**src/rtl/npu_pkg.sv**
```systemverilog
// -----------------------------------------------------------------------------
// Module : npu_pkg
// Brief  : Shared NPU datapath widths and signed operand types.
// Rev    : 1.0
// -----------------------------------------------------------------------------
`default_nettype none

package npu_pkg;

  localparam int ACT_W = 22;
  localparam int WGT_W = 22;
  localparam int ACC_W = 48;

  typedef logic signed [ACT_W-1:0] act_t;
  typedef logic signed [WGT_W-1:0] wgt_t;
  typedef logic signed [ACC_W-1:0] acc_t;

endpackage

`default_nettype wire

```
**src/rtl/mac_unit.sv**
```systemverilog
// -----------------------------------------------------------------------------
// Module : mac_unit
// Brief  : Two-stage signed multiply with combinational add of the running sum.
// Rev    : 1.0
// -----------------------------------------------------------------------------
`default_nettype none

module mac_unit
  import npu_pkg::*;
#(
  parameter int A_WIDTH   = ACT_W,
  parameter int B_WIDTH   = WGT_W,
  parameter int ACC_WIDTH = ACC_W
) (
  input  logic                        clk,
  input  logic                        rst,
  input  logic                        i_valid,
  input  logic signed [A_WIDTH-1:0]   data_in_a,
  input  logic signed [B_WIDTH-1:0]   data_in_b,
  input  logic signed [ACC_WIDTH-1:0] sum_in,
  output logic                        o_valid,
  output logic signed [ACC_WIDTH-1:0] sum_out
);

  localparam int P_W = A_WIDTH + B_WIDTH;

  logic signed [A_WIDTH-1:0]   r_a_q;
  logic signed [B_WIDTH-1:0]   r_b_q;
  logic signed [P_W-1:0]       r_prod_q;
  logic                        r_v1;
  logic                        r_v2;
  logic signed [ACC_WIDTH-1:0] w_prod_ext;

  // Operand and product registers kept separate so the multiply maps onto a DSP slice.
  always_ff @(posedge clk) begin
    if (rst) begin
      r_a_q    <= '0;
      r_b_q    <= '0;
      r_prod_q <= '0;
      r_v1     <= 1'b0;
      r_v2     <= 1'b0;
    end else begin
      r_a_q    <= data_in_a;
      r_b_q    <= data_in_b;
      r_v1     <= i_valid;
      r_prod_q <= P_W'(r_a_q) * P_W'(r_b_q);
      r_v2     <= r_v1;
    end
  end

  // sum_in is taken in the output cycle so the caller's one-register feedback loop closes.
  assign w_prod_ext = ACC_WIDTH'(r_prod_q);
  assign o_valid    = r_v2;
  assign sum_out    = sum_in + (r_v2 ? w_prod_ext : '0);

endmodule

`default_nettype wire

```
**config.mk**
```make
export PLATFORM = sky130hd
export DESIGN_NAME = mac_unit
export DESIGN_NICKNAME = d
export VERILOG_FILES = /design/src/rtl/npu_pkg.sv /design/src/rtl/mac_unit.sv
export SDC_FILE = /design/constraint.sdc
export NUM_CORES = 2
export LEC_CHECK = 0
export ABC_AREA = 1
export BUFFER_PORTS_ARGS = -buffer_cell sky130_fd_sc_hd__buf_2
export CAP_MARGIN = 20
export CORE_AREA = 2 2 219 221
export DETAILED_ROUTE_END_ITERATION = 10
export DIE_AREA = 0 0 221 223
export PLACE_DENSITY = 0.7
export SLEW_MARGIN = 20
export SYNTH_ARGS = -nofsm -noshare
export SYNTH_HDL_FRONTEND = slang
export SYNTH_SLANG_ARGS = --single-unit
```
**constraint.sdc**
```tcl
create_clock -name clk -period 11.6 [get_ports clk]
set_clock_uncertainty 0.1 [all_clocks]
set_input_delay 0.58 -clock clk [delete_from_list [all_inputs] [get_ports clk]]
set_output_delay 0.58 -clock clk [all_outputs]
set_load 0.005 [all_outputs]
```
# After elaboration in Yosys (flattened, before gate mapping)
# Index checks and enable logic that the tools add are counted.
[classes] addsub=1 multipliers=1 mux=1
[ops] operator="$add A48 B48 Y48" count=1
[ops] operator="$mux W48" count=1
[ops] operator="$mul A22 B22 Y44" count=1
[totals] reg_bits=90 input_bits=95 output_inout_bits=49 elab_cells=8

# Logic depth before layout (Yosys ltp)
[depth] ltp_word=2 ltp_mapped=30 mapped_depth_nobuf=29

# Worst setup path before layout
# Ideal clock, no wire load.
[synth_timing] kind="register to register" from="register r_a_q[21]" to="register r_prod_q[36]" setup_time_ps=115 t_arrival_ps=6046 required_ps=11385 path_slack_ps=5339 path_stages_with_launch=23 path_buffers=1 period_less_slack_ps=6261 cell_sequence="dfxtp_1 > clkbuf_1 > nand2_1 > inv_1 > fa_1 > fa_1 > inv_1 > fa_1 > inv_1 > fa_1 > fa_1 > fa_1 > inv_1 > fa_1 > inv_1 > ha_1 > nand2_1 > nor2_1 > inv_1 > nor3_1 > a21oi_1 > a21oi_1 > nor2_1"
[synth_via] elab_chain_cells=1
[synth_lines] element="from (decl)" line="mac_unit.sv:27" text="logic signed [A_WIDTH-1:0] r_a_q;"
[synth_lines] element="from (signal assigned)" line="mac_unit.sv:43" text="r_a_q <= data_in_a;"
[synth_lines] element="$mul A22 B22 Y44" line="mac_unit.sv:46" text="r_prod_q <= P_W'(r_a_q) * P_W'(r_b_q);"
[synth_lines] element="to (signal assigned)" line="mac_unit.sv:46"
[synth_lines] element="to (decl)" line="mac_unit.sv:29" text="logic signed [P_W-1:0] r_prod_q;"
# Every way passes these cells.
# A chain may end at the register's enable or synchronous reset.

# Worst setup path after layout
[layout_timing] from="register r_b_q[1]" to="register r_prod_q[43]"
[layout_via] elab_chain_cells=1
[layout_lines] element="from (decl)" line="mac_unit.sv:28" text="logic signed [B_WIDTH-1:0] r_b_q;"
[layout_lines] element="from (signal assigned)" line="mac_unit.sv:44" text="r_b_q <= data_in_b;"
[layout_lines] element="$mul A22 B22 Y44" line="mac_unit.sv:46"
# Every way passes these cells.

==> impl_metrics.json <==
{
  "cp.arrival_ps": 7520,
  "ant_nets": 0,
  "crit_chain": "nand2_1, inv_1, fa_1, fa_1, inv_1, fa_1, inv_1, fa_1, fa_1, fa_1, inv_1, fa_1, inv_1, ha_1, nand2_1, nor2_1, nand2_1, nor2_1, nand3_1, nand3_1, nand2_1, nand2_1, nor2_1",
  "grtUsageTotal_pct": 29.33,
  "yosys.area.top_type": "fa_1",
  "layout-drive-gt1-share_pct": 6.877,
  "hold_violations": 0,
  "grt_remaining_overflow": 0,
  "cp-endpoint": "r_prod_q[43]$_SDFF_PP0_",
  "cts_root_buf": "clkbuf_16",
  "holdCritPathClass": "in2reg",
  "clock_sinks": 90,
  "syn_nets": 4320,
  "min-delay-start": "data_in_b[5]",
  "vias": 21380,
  "rsz0062_at_grt": "false",
  "drt-total-wl_microns": 68380,
  "stdcell_area_sq_mm": 0.02708,
  "synthTopCellsByArea": "fa_1, inv_1, nand2_1",
  "min_period_ps": 7326,
  "drv_cap": 0,
  "post_cts_buffers": 0,
  "routedWlPerCell_microns": 16.14,
  "status": "complete, no violations",
  "fp.coreArea_sq_mm": 0.04715,
  "grt_pass1_wl_microns": 114100,
  "yosys_warnings": 0,
  "synth_seq_area_share_pct": 7.065,
  "num_rows": 80,
  "synth_most_common_cell": "inv_1",
  "cp.depth": 23,
  "place_congestion": 0.9573,
  "postSynthAreaPerCell_sq_um": 7.202,
  "cpMostUsedCell": "fa_1",
  "end_kind": "flop",
  "die_w_microns": 221,
  "crit_required_ps": 11790,
  "hpwlAfterDp_microns": 58200,
  "rrSetupSlack_ps": 4270,
  "synth-edff-count": 0,
  "ys.flop_type": "dfxtp_1",
  "grt_max_degree": 66,
  "ios": 144,
  "ys_types": 41,
  "crit_slowest_cell": "dfxtp_1",
  "placed_area_sq_mm": 0.02678,
  "tightest_slew_ps": 1180,
  "synth_cells": 3541,
  "cts_htree_levels": 3,
  "grt_pass1_vias": 22347,
  "slew_headroom_pct": 21.19,
  "diodes": 0,
  "tns_ps": 0,
  "ff2ff_path_depth": 23,
  "synth-seq-cells": 90,
  "clkTransAtPathRegs_ps": 70,
  "post-route-drc-count": 0,
  "drtPass1Iterations": 6,
  "crit_type": "reg2reg",
  "r2r_start": "r_b_q[1]$_SDFF_PP0_",
  "die_h_microns": 223,
  "ir_drop_v": 0.0001307,
  "cts_buffer_depth": 2,
  "vias_per_cell": 5.047,
  "antenna_found_initial": 0,
  "drtIter0Drc": 1647,
  "start_util_pct": 54.09,
  "critical_path.max_fanout": 22,
  "clock_latency_ps": 390,
  "synth_area_sq_mm": 0.02550,
  "cts_buffers": 9,
  "cts.repair.resized": 0,
  "ctsHoldBuffers": 0,
  "maxSlewViolCount": 0,
  "p_per_area_mw_per_mm2": 142.8,
  "synthArstFlopShare_pct": 0,
  "critical_path_buf_inv_count": 5,
  "synth_top_area_share_pct": 39.41,
  "path_delay_family": "adder cells",
  "final-setup-viol-count": 0,
  "synthTopCellsByCount": "inv_1, nand2_1, fa_1, nor2_1, ha_1",
  "crit_start": "r_b_q[1]$_SDFF_PP0_",
  "worstReg2RegEnd": "r_prod_q[43]$_SDFF_PP0_",
  "min_period_over_period_pct": 63.16,
  "max_stage_delay_ps": 860,
  "port_buffers": 143,
  "cts_tree": "built",
  "fmax_mhz": 136.5,
  "leakage_uw": 0.01646,
  "nNetsFinal": 4396,
  "area_growth_pct": 6.212,
  "start_kind": "flop",
  "dieArea_sq_mm": 0.04928,
  "timing.hold.ws_ps": 282.7
}
==> tightest hold or removal path, cell delays in order <==
cell and delay, ps:
buf_2 70, inv_1 30, nor2_1 60
==> state kept, by name, indices dropped and copies added (netlist names) <==
register / flops
o_valid: 1
r_v1: 1
r_b_q: 22
r_a_q: 22
r_prod_q: 44
==> layout by cell type, fill, tap and decap left out, drive strengths merged <==
cell type  count
a21o           3
nor3b          1
o21a          14
xnor2         14
a21oi        119
nand3         82
nor4           3
dfxtp         90
and2           1
o21bai         9
clkinvlp       1
clkinv         3
inv         1002
a31oi          2
nor3          10
clkbuf        11
fa           502
nand2       1005
nand4         22
bufinv         1
buf          167
o21ai         68
xor2          25
nand3b         3
nor2         271
or2            6
a21boi         3
ha           182
and3           1
==> per-stage QoR <==
stage | total power, uW | instances | util (%) | setup WS (ps)
6_report | 3869 | 4236 | 57.45 | 4274
5_1_grt | 4366 | 4236 | 57.45 | 3744
4_1_cts | 3893 | 4236 | 57.45 | 4290
3_3_place_gp | 3520 | 4221 | 56.80 | 4529
3_5_place_dp | 3551 | 4221 | 56.80 | 4346
2_1_floorplan | 2714 | 3541 | - | 5339
==> worst min-delay path by stage <==
stage                      endpoint  cells past startpoint
4_1_cts         r_b_q[5]$_SDFF_PP0_                      3
3_5_place_dp     o_valid$_SDFF_PP0_                      2
2_1_floorplan    o_valid$_SDFF_PP0_                      2
3_3_place_gp     o_valid$_SDFF_PP0_                      2
5_1_grt        r_b_q[15]$_SDFF_PP0_                      3
6_report        r_b_q[5]$_SDFF_PP0_                      3
==> logic make-up after synthesis <==
group                    synth area share, %
AND/OR/NAND/NOR                        22.23
XOR/XNOR                               1.339
AO/OA/AOI/OAI                          4.750
flip-flops                             7.065
adder cells (fa/ha/maj)                48.34
buffers and inverters                  16.27
==> layout make-up <==
cell class	count	area [sq um]
well taps	615	769.5
fillers	4608	20060
flip-flops and latches	90	1802
clock buffers	11	252.7
multi-input cells	2346	19550
repair buffers	167	895.9
inverters	1003	3765
clock inverters	4	51.30
==> layer usage <==
metal | track usage (%) | vias to the layer above | wire [microns]
met5 | 0 | - | 0
met4 | 8.573 | 0 | 1809
met3 | 3.622 | 115 | 4280
met2 | 49.71 | 684 | 32760
met1 | 39.66 | 10306 | 29530
li1 | - | 10275 | -
==> where the power goes <==
part / internal, uW / total, uW / switching (uW) / leakage, uW
combinational: 1120 / 3110 / 2000 / 0.0156
clock: 177 / 321 / 143 / 0.000148
sequential: 382 / 437 / 55.2 / 0.000749
Power figures use the tool's default switching activity.
